**src/rtl/camera_product_filter_pkg.sv**
```systemverilog
// Shared constants for the camera product filter and the scale controller:
// FSM state encoding and the "no product" code.
package camera_product_filter_pkg;

  typedef enum logic [1:0] {
    IDLE      = 2'd0,
    CANDIDATE = 2'd1,
    LOCKED    = 2'd2
  } state_t;

  localparam int NO_PRODUCT = 0;

endpackage

```
**src/rtl/camera_product_filter_sync_2ff.sv**
```systemverilog
// Parametrised-width two-flop synchroniser with asynchronous active-high reset.
// Both stages reset to zero so the filter sees "no product" out of reset.
module sync_2ff #(
  parameter int W = 1
) (
  input  logic         clk,
  input  logic         reset,
  input  logic [W-1:0] d,
  output logic [W-1:0] q
);

  logic [W-1:0] meta;

  always_ff @(posedge clk or posedge reset) begin
    if (reset) begin
      meta <= '0;
      q    <= '0;
    end else begin
      meta <= d;
      q    <= meta;
    end
  end

endmodule

```
**src/rtl/camera_product_filter.sv**
```systemverilog
// Debounces the raw camera product code: lock after STABLE_CYCLES identical
// samples, release after RELEASE_CYCLES non-matching ones. Define
// CAMERA_SYNC_EN to insert a 2-flop synchroniser on camera_output.
module camera_product_filter
  import camera_product_filter_pkg::*;
#(
  parameter int CODE_W         = 3,
  parameter int STABLE_CYCLES  = 4,
  parameter int RELEASE_CYCLES = 3
) (
  input  logic              clk,
  input  logic              reset,
  input  logic [CODE_W-1:0] camera_output,
  output logic [CODE_W-1:0] product_detected,
  output logic              product_valid,
  output logic              new_product,
  output logic              product_removed
);

  localparam int SW = $clog2(STABLE_CYCLES + 1);
  localparam int RW = $clog2(RELEASE_CYCLES + 1);
  localparam logic [SW-1:0]     STAB_LAST = SW'(STABLE_CYCLES);
  localparam logic [RW-1:0]     REL_LAST  = RW'(RELEASE_CYCLES);
  localparam logic [CODE_W-1:0] NONE      = CODE_W'(NO_PRODUCT);

  logic [CODE_W-1:0] code;

`ifdef CAMERA_SYNC_EN
  sync_2ff #(.W(CODE_W)) u_sync (
    .clk   (clk),
    .reset (reset),
    .d     (camera_output),
    .q     (code)
  );
`else
  assign code = camera_output;
`endif

  state_t            state, state_nx;
  logic [CODE_W-1:0] cand, cand_nx, det_nx;
  logic [SW-1:0]     stab_cnt, stab_nx;
  logic [RW-1:0]     rel_cnt, rel_nx;
  logic              valid_nx, new_nx, rem_nx;

  always_comb begin
    // NOTE: every signal gets a default first so no path through the case
    // leaves one unassigned, which would otherwise infer a latch.
    state_nx = state;
    cand_nx  = cand;
    stab_nx  = stab_cnt;
    rel_nx   = rel_cnt;
    det_nx   = product_detected;
    valid_nx = product_valid;
    new_nx   = 1'b0;
    rem_nx   = 1'b0;

    unique case (state)
      IDLE: begin
        if (code != NONE) begin
          cand_nx = code;
          if (STABLE_CYCLES == 1) begin
            state_nx = LOCKED;
            stab_nx  = STAB_LAST;
            det_nx   = code;
            valid_nx = 1'b1;
            new_nx   = 1'b1;
            rel_nx   = '0;
          end else begin
            state_nx = CANDIDATE;
            stab_nx  = SW'(1);
          end
        end
      end

      CANDIDATE: begin
        if (code == NONE) begin
          state_nx = IDLE;
          cand_nx  = NONE;
          stab_nx  = '0;
        end else if (code != cand) begin
          cand_nx = code;
          stab_nx = SW'(1);
        end else if (stab_cnt + SW'(1) >= STAB_LAST) begin
          // Counter saturates at its terminal value on entry to LOCKED.
          state_nx = LOCKED;
          stab_nx  = STAB_LAST;
          det_nx   = cand;
          valid_nx = 1'b1;
          new_nx   = 1'b1;
          rel_nx   = '0;
        end else begin
          stab_nx = stab_cnt + SW'(1);
        end
      end

      LOCKED: begin
        // A different code only counts towards release; it never swaps the lock.
        if (code == product_detected) begin
          rel_nx = '0;
        end else if (rel_cnt + RW'(1) >= REL_LAST) begin
          state_nx = IDLE;
          cand_nx  = NONE;
          stab_nx  = '0;
          rel_nx   = '0;
          det_nx   = NONE;
          valid_nx = 1'b0;
          rem_nx   = 1'b1;
        end else begin
          rel_nx = rel_cnt + RW'(1);
        end
      end

      default: begin
        state_nx = IDLE;
        cand_nx  = NONE;
        stab_nx  = '0;
        rel_nx   = '0;
        det_nx   = NONE;
        valid_nx = 1'b0;
      end
    endcase
  end

  always_ff @(posedge clk or posedge reset) begin
    if (reset) begin
      state            <= IDLE;
      cand             <= '0;
      stab_cnt         <= '0;
      rel_cnt          <= '0;
      product_detected <= '0;
      product_valid    <= 1'b0;
      new_product      <= 1'b0;
      product_removed  <= 1'b0;
    end else begin
      // NOTE: non-blocking assignments so every register updates from the
      // same pre-edge values, independent of statement order.
      state            <= state_nx;
      cand             <= cand_nx;
      stab_cnt         <= stab_nx;
      rel_cnt          <= rel_nx;
      product_detected <= det_nx;
      product_valid    <= valid_nx;
      new_product      <= new_nx;
      product_removed  <= rem_nx;
    end
  end

endmodule

```
**config.mk**
```make
export PLATFORM = sky130hd
export DESIGN_NAME = camera_product_filter
export DESIGN_NICKNAME = d
export VERILOG_FILES = /design/src/rtl/camera_product_filter_pkg.sv /design/src/rtl/camera_product_filter_sync_2ff.sv /design/src/rtl/camera_product_filter.sv
export SDC_FILE = /design/constraint.sdc
export NUM_CORES = 1
export LEC_CHECK = 0
export ABC_AREA = 1
export BUFFER_PORTS_ARGS = -buffer_cell sky130_fd_sc_hd__buf_2
export CORE_AREA = 5 5 46 48
export CTS_CLUSTER_DIAMETER = 200
export DETAILED_ROUTE_END_ITERATION = 7
export DIE_AREA = 0 0 51 53
export MAX_ROUTING_LAYER = met4
export PLACE_DENSITY = 0.83
export SYNTH_ARGS = -nofsm -noshare
export SYNTH_HDL_FRONTEND = slang
export SYNTH_SLANG_ARGS = --single-unit
```
**constraint.sdc**
```tcl
create_clock -name clk -period 1.39 [get_ports clk]
set_input_delay 0.0695 -clock clk [delete_from_list [all_inputs] [get_ports clk]]
set_output_delay 0.0695 -clock clk [all_outputs]
set_load 0.03 [all_outputs]
```
### Yosys cells after proc, flatten, opt, wreduce, memory -nomap -nowiden

Index checks and enable logic that the tools add are counted.

| cells by class | value |
|---|---|
| add/subtract/negate cells | 2 |
| magnitude comparators | 2 |
| eq/ne operators | 13 |
| multiplexer cells | 41 |
| bitwise logic cells | 1 |
| reduce and logical (&&, ||, !) cells | 8 |

Operators with widths:

| cell | count |
|---|---|
| two-way mux 3 bit | 12 |
| case mux 3 bit (3 select lines) | 3 |
| two-way mux 2 bit | 11 |
| two-way mux 1 bit | 12 |
| inequality test 2 bit, second input constant | 6 |
| case mux 2 bit (3 select lines) | 2 |
| inequality test 3 bit, second input constant | 3 |
| AND reduction 4 bit | 2 |
| AND reduction 6 bit | 1 |
| AND reduction 5 bit | 1 |
| adder 3 x 1 -> 3 bit, second input constant | 1 |
| equality test 3 bit | 1 |
| greater-or-equal comparator 3 bit, second input constant | 1 |
| logical NOT 3 bit | 1 |
| inequality test 3 bit | 1 |
| case mux 1 bit (3 select lines) | 1 |
| AND reduction 3 bit | 1 |
| nonzero test 3 bit | 1 |
| adder 2 x 1 -> 2 bit, second input constant | 1 |
| equality test 2 x 1 -> 1 bit, second input constant | 1 |
| equality test 2 bit, second input constant | 1 |
| greater-or-equal comparator 2 bit, second input constant | 1 |
| logical NOT 2 bit | 1 |
| NOT 1 bit | 1 |

| storage, ports and cells | value |
|---|---|
| flip-flop bits (word level) | 16 |
| input port bits | 5 |
| output and inout bits | 6 |

### Depth between registers and ports, before layout

Gate-level depths: netlist (run 1).

| logic depth | value |
|---|---|
| word-level depth | 6 |
| mapped depth | 10 |
| depth with buffers taken out | 10 |

### Least setup slack after synthesis (run 1)

No wires, ideal clock.

| timing path | value |
|---|---|
| path type | flip-flop to flip-flop |
| start | register product_detected[2] |
| end | register product_detected[0] |
| library setup time | 65 ps |
| arrival time | 1,206 ps |
| data required time | 1,325 ps |
| slack | 119 ps |
| cell stages (with the launch flop) | 8 |
| path through | dfrtp_1 -> xnor2_1 -> nand3_1 -> nand2_1 -> nand2_1 -> nand2_1 -> nand2_1 -> nand2_1 |

| between the ends | value |
|---|---|
| word-level cells in the longest chain between the ends | 3 |

RTL lines:

| element | RTL line | RTL |
|---|---|---|
| from (decl) | camera_product_filter.sv:14 | `output logic [CODE_W-1:0] product_detected,` |
| from (signal assigned) | camera_product_filter.sv:141 | `product_detected <= det_nx;` |
| equality test 3 bit | camera_product_filter.sv:98 | `if (code == product_detected) begin` |
| inequality test 2 bit (no source line) | n/a |  |
| AND reduction 6 bit (no source line) | n/a |  |

Every way passes these cells.
A chain may end at the register's enable or synchronous reset.

### Final worst setup path (run 1)

| timing path | value |
|---|---|
| start | register stab_cnt[0] |
| end | register product_detected[1] |

| between the ends | value |
|---|---|
| word-level cells in the longest chain between the ends | 4 |

RTL lines:

| element | RTL line | RTL |
|---|---|---|
| from (decl) | camera_product_filter.sv:41 | `logic [SW-1:0] stab_cnt, stab_nx;` |
| from (signal assigned) | camera_product_filter.sv:139 | `stab_cnt <= stab_nx;` |
| adder 3 x 1 -> 3 bit | camera_product_filter.sv:83 | `end else if (stab_cnt + SW'(1) >= STAB_LAST) begin` |
| greater-or-equal comparator 3 bit | camera_product_filter.sv:83 |  |
| inequality test 2 bit (no source line) | n/a |  |
| AND reduction 6 bit (no source line) | n/a |  |

Every way passes these cells.

==> run summary, run 1 <==
status: finished clean
worst skew pair latency: 0.29 ns
area grow syn2layout: 21.7%
fin crit period: 1.37 ns
CTS Buf Count: 3
Slew headroom: 0.606
Unique masters post-synth: 17
vias in the first global route: 753
Die Area: 2700 µm²
maximum fanout along the worst path: 4
CP max stage cell: dfrtp_1
Sum Neg Setup Slack: 0 ns
largest net degree at the start of global routing: 17
Placer Congestion: 0.874
clk_skew: 0.00998 ns
Mapped Nets: 121
final setup fails: 0
Worst EP required: 1.57 ns
dpl ws: 0.00257 ns
R2R depth: 9
most common cell after layout, fill and taps aside: nand2_1
maximum clock insertion buffer count: 2
Slew Limit Fails: 0
top cell family by delay on the critical path: simple AND/OR/NAND/NOR gates
Worst R2R End: product_detected[1]
row cnt: 15
Hold/Removal Path Class: primary input to register
Mapped Avg Cell Area: 7.49 µm²
slowest stage delay, CP: 0.39 ns
Yosys Warn Count: 0
PwrDens: 1710 nW/µm²
Vias: 790
Hold Path Depth: 5
sequential share of the synthesized area: 0.465
Fin. Hold Viols: 0
critical path arrival: 1.55 ns
CP endpoint kind: register
initial antenna violation count: 0
flop2flop setup slack: 0.02 ns
I/O pin count: 11
WL per Instance: 12.4 µm
drt first pass iters: 4
H-tree depth: 1
most frequent cells in the layout: nand2_1, dfrtp_1, inv_1
RSZ-0062 raised after global routing: yes
fin crit share: 0.983
Max IR drop VDD: 1.05 mV
CTS tree: yes
Worst Path Class, Setup: register to register
DP HPWL: 1370 µm
Overflow after GRT: 0
Final nets: 142
max-cap violations: 0
Die Wd: 51 µm
Vert. Die Dim: 53 µm
clock slew at reported path FFs: 0.08 ns
reg2reg start: stab_cnt[0]
Antenna Diode Count: 0
worst path cell trace: ha_2 > inv_1 > nand2_1 > nand2_2 > nand4_1 > nand2_2 > nand2_2 > nand2_1 > nand2_1
post-route ant nets: 0
hold_sp: camera_output[1]
Buf+Inv Stages, Crit Path: 1
global-route wire length before repair: 3090 µm
Post-Syn Area: 861 µm²
clk root buf: clkbuf_4
Iter 0 DRT Violations: 19
core area: 1670 µm²
Final WS setup: 0.0236 ns
GRT Resource Usage Total: 0.158
Min-Delay Endpoint: cand[1]
DRC: 0
vias per cell: 5.20
Startpoint Class: register
clock sink total: 16
#FFs+latches synth: 16
worst-margin pin slew: 0.590 ns
max frequency: 0.732 GHz
drt total wl: 1890 µm
Leak: 0.585 nW
Hold Slack: 0.140 ns
Cells after Synth: 115
Initial Utilization: 0.515
share of cells above drive strength 1: 0.311
Port Buffer Count: 10
==> flip-flops by register name, summed over array words and instances, names as in the netlist <==
| register | flops |
|---|---|
| product_removed | 1 |
| state | 2 |
| product_detected | 3 |
| cand | 3 |
| product_valid | 1 |
| stab_cnt | 3 |
| rel_cnt | 2 |
| new_product | 1 |
==> synth_stat cells <==
cell type | number | area, µm²
a21oi_1 | 5 | 25.0
clkinv_2 | 1 | 5.00
dfrtp_1 | 16 | 400
ha_1 | 1 | 12.5
inv_1 | 11 | 41.3
inv_2 | 8 | 30.0
nand2_1 | 42 | 158
nand2_2 | 3 | 18.8
nand3_1 | 5 | 25.0
nand3_2 | 1 | 10.0
nand4_1 | 5 | 31.3
nor2_1 | 5 | 18.8
nor2_2 | 3 | 18.8
nor2_4 | 1 | 11.3
o21ai_0 | 2 | 10.0
o21ai_1 | 2 | 10.0
xnor2_1 | 4 | 35.0
==> tightest hold or removal path: stages <==
cell and delay [ns]:
buf_2 0.13, inv_2 0.06, a21oi_1 0.03, nand2_1 0.05, nand2_1 0.04
==> per-layer routing <==
layer,part of all wire,GRT usage,up-vias
li1,-,-,394
met1,0.43,0.187,377
met2,0.51,0.262,17
met3,0.058,0.0592,2
met4,0.0021,0.0269,0
met5,0,-,-
==> metrics by stage <==
| step | instances | total power, mW | area [µm²] | util |
|---|---|---|---|---|
| 2_1_floorplan | 115 | 1.21 | 861 | - |
| 3_3_place_gp | 144 | 1.38 | 947 | 0.567 |
| 3_5_place_dp | 144 | 1.40 | 947 | 0.567 |
| 4_1_cts | 150 | 1.73 | 1000 | 0.599 |
| 5_1_grt | 152 | 1.92 | 1050 | 0.627 |
| 6_report | 152 | 1.79 | 1050 | 0.627 |
==> repair_timing <==
item,4_1_cts,5_1_grt
pin swaps,0,4
setup endpoints to repair,2,8
gates resized for setup,0,8
hold endpoints to repair,16,0
buffers inserted,1,2
hold buffers,1,0
==> power by group <==
part           internal, mW  switching (mW)
clock                 0.160           0.146
sequential            0.594           0.122
combinational         0.290           0.477
==> cells by family (layout without fill, tap and decap cells) <==
kind of cell	count (synthesis)	after routing	share of synthesized area
flip-flops	16	16	0.465
buffers and inverters	20	40	0.0887
adder cells (fa/ha/maj)	1	1	0.0145
AND/OR/NAND/NOR	65	65	0.339
AO/OA/AOI/OAI	9	9	0.0523
XOR/XNOR	4	4	0.0407
==> cell type report <==
cell class                      count  area, µm²
Inverter                           20       76.3
Clock buffer                        4       36.3
Fill cell                         137        623
Tap cell                           17       21.3
Timing Repair Buffer               16       97.6
Sequential cell                    16        400
Multi-Input combinational cell     79        415
==> how the worst max path moves through the flow <==
stage / from / slack, ns / endpoint / cells past startpoint
2_1_floorplan: product_detected[2] / 0.12 / product_detected[0] / 7
3_3_place_gp: stab_cnt[0] / 0.05 / product_detected[1] / 9
3_5_place_dp: stab_cnt[0] / 0.003 / product_detected[1] / 9
4_1_cts: stab_cnt[0] / 0.01 / product_detected[1] / 9
5_1_grt: stab_cnt[0] / -0.1 / product_detected[1] / 9
6_report: stab_cnt[0] / 0.02 / product_detected[1] / 9
Power figures use the tool's default switching activity.
==> run 2, diff against run 1 <==
CELL_PAD_IN_SITES_DETAIL_PLACEMENT = 0   (was default)
CELL_PAD_IN_SITES_GLOBAL_PLACEMENT = 1   (was default)
CORE_AREA = 5 5 51 53   (was 5 5 46 48)
DIE_AREA = 0 0 56 58   (was 0 0 51 53)
PLACE_DENSITY = 0.88   (was 0.83)
clock period = 1.6 ns   (was 1.39 ns; I/O delays follow)
==> run 2 against run 1 <==
  * Die area grew 20%
  * Sequential cell count is the same
  * Utilization shrank 16 points
  * Clock power shrank 32%
  * Design area shrank 6.6%
==> run summary, run 2 (synthesis gave the netlist of run 1 again) <==
status: finished clean
Antenna Diode Count: 0
largest registers: cand: 3 flops, product_detected: 3 flops, stab_cnt: 3 flops
Seq. cell area: 400 µm²
CP endpoint kind: register
Min-Delay Endpoint: cand[1]
Sw Ratio: 0.425
drt total wl: 1670 µm
share of cells above drive strength 1: 0.233
Slew Limit Fails: 0
Startpoint Class: register
drt first pass iters: 4
Worst EP required: 1.78 ns
CTS Buf Count: 3
row cnt: 17
max frequency: 0.716 GHz
global-route wire length before repair: 2880 µm
worst-margin pin slew: 0.610 ns
Multi-input gate area: 384 µm²
dpl ws: 0.205 ns
Hold Slack: 0.143 ns
vias per cell: 4.61
Buf+Inv Stages, Crit Path: 1
core area: 2110 µm²
GRT Resource Usage Total: 0.118
WL per Instance: 10.6 µm
max-cap violations: 0
Overflow after GRT: 0
Hold Path Depth: 5
reg2reg start: stab_cnt[0]
worst path cell trace: ha_1 > inv_1 > nand2_1 > nand2_1 > nand4_1 > nand2_1 > nand2_1 > nand2_1 > nand2_1
worst skew pair latency: 0.28 ns
Final WS setup: 0.204 ns
P_int: 0.797 mW
critical path arrival: 1.58 ns
vias in the first global route: 658
Initial Utilization: 0.409
CTS resizes: 0
area grow syn2layout: 13.7%
initial antenna violation count: 0
Vias: 723
Sum Neg Setup Slack: 0 ns
clock sink total: 16
Psw: 0.589 mW
Worst R2R End: product_valid
fin crit period: 1.40 ns
CP max stage cell: dfrtp_1
DRC: 0
Max IR drop VDD: 0.627 mV
hold_sp: camera_output[1]
Placer Congestion: 0.854
most frequent cells in the layout: nand2_1, dfrtp_1, inv_1
largest net degree at the start of global routing: 17
Final nets: 137
H-tree depth: 1
Vert. Die Dim: 58 µm
top cell family by delay on the critical path: simple AND/OR/NAND/NOR gates
sequential share of power: 0.444
Slew headroom: 0.593
Clock power frac: 0.150
clk_skew: 0.00401 ns
final setup fails: 0
fin crit share: 0.873
Fin. Hold Viols: 0
CTS tree: yes
Die Wd: 56 µm
clk root buf: clkbuf_4
PwrDens: 1420 nW/µm²
Port Buffer Count: 10
I/O pin count: 11
filler instances: 209
R2R depth: 9
clock slew at reported path FFs: 0.09 ns
slowest stage delay, CP: 0.41 ns
combinational power share: 0.406
flop2flop setup slack: 0.20 ns
maximum fanout along the worst path: 4
maximum clock insertion buffer count: 2
DP HPWL: 1360 µm
Die Area: 3250 µm²
Leak: 0.546 nW
Worst path most repeated cell: nand2_1
Hold/Removal Path Class: primary input to register
Worst Path Class, Setup: register to register
RSZ-0062 raised after global routing: no
Iter 0 DRT Violations: 14
post-route ant nets: 0
most common cell after layout, fill and taps aside: nand2_1
## run 2: changes by cell type in the layout (fill, tap and decap cells not counted), sizes merged
cell	change
buf	-5
clkbuf	-1
## run 2: metal layers
metal / global-route usage / wire length (µm) / up-vias
met1: 0.141 / 793 / 325
li1: - / - / 381
met3: 0.0312 / 70 / 5
met2: 0.184 / 770 / 12
met5: - / 0 / -
met4: 0.0610 / 34 / 0
## run 2: final cells by class
cell class | count | area share
timing repair buffer | 11 | 0.0614
inverter | 20 | 0.0780
tap | 28 | 0.0358
clock buffer | 3 | 0.0230
multi-input combinational | 79 | 0.393
sequential | 16 | 0.409
## run 2: power by group through the flow
stage	logic [mW]	clock network, mW	registers, mW
floorplan	0.388	0	0.668
global placement	0.564	0	0.618
detailed placement	0.570	0	0.624
CTS	0.573	0.218	0.616
global route	0.651	0.241	0.632
finish	0.562	0.208	0.615
## run 2: worst register-to-register path: stages, from the launching register on
cell	delay (ns)
dfrtp_1	0.41
ha_1	0.22
inv_1	0.05
nand2_1	0.05
nand2_1	0.12
nand4_1	0.10
nand2_1	0.10
nand2_1	0.11
nand2_1	0.08
nand2_1	0.05
## run 2: worst max path at each step
| stage | start | end | slack [ns] | cells after the start |
|---|---|---|---|---|
| final | stab_cnt[0] | product_valid | 0.20 | 9 |
| after global routing | stab_cnt[0] | product_valid | 0.06 | 9 |
| after CTS | stab_cnt[0] | product_valid | 0.19 | 9 |
| after detailed placement | stab_cnt[0] | product_valid | 0.21 | 9 |
| after global placement | state[1] | cand[0] | 0.26 | 9 |
| after floorplan | product_detected[2] | product_detected[0] | 0.33 | 7 |
## run 2: what timing repair did
action | 4_1_cts | 5_1_grt
endpoints found under the hold margin | 16 | 0
setup endpoints to repair | 0 | 0
buffers inserted | 0 | 0
hold buffers | 1 | 0
## run 2: through the flow
stage                     instances  utilization  total power, mW  instance area [µm²]
final                           157        0.465             1.39                  978
after global routing            157        0.465             1.52                  978
after CTS                       157        0.465             1.41                  978
after detailed placement        153        0.449             1.19                  946
after global placement          153        0.449             1.18                  946
after floorplan                 115            -             1.06                  861
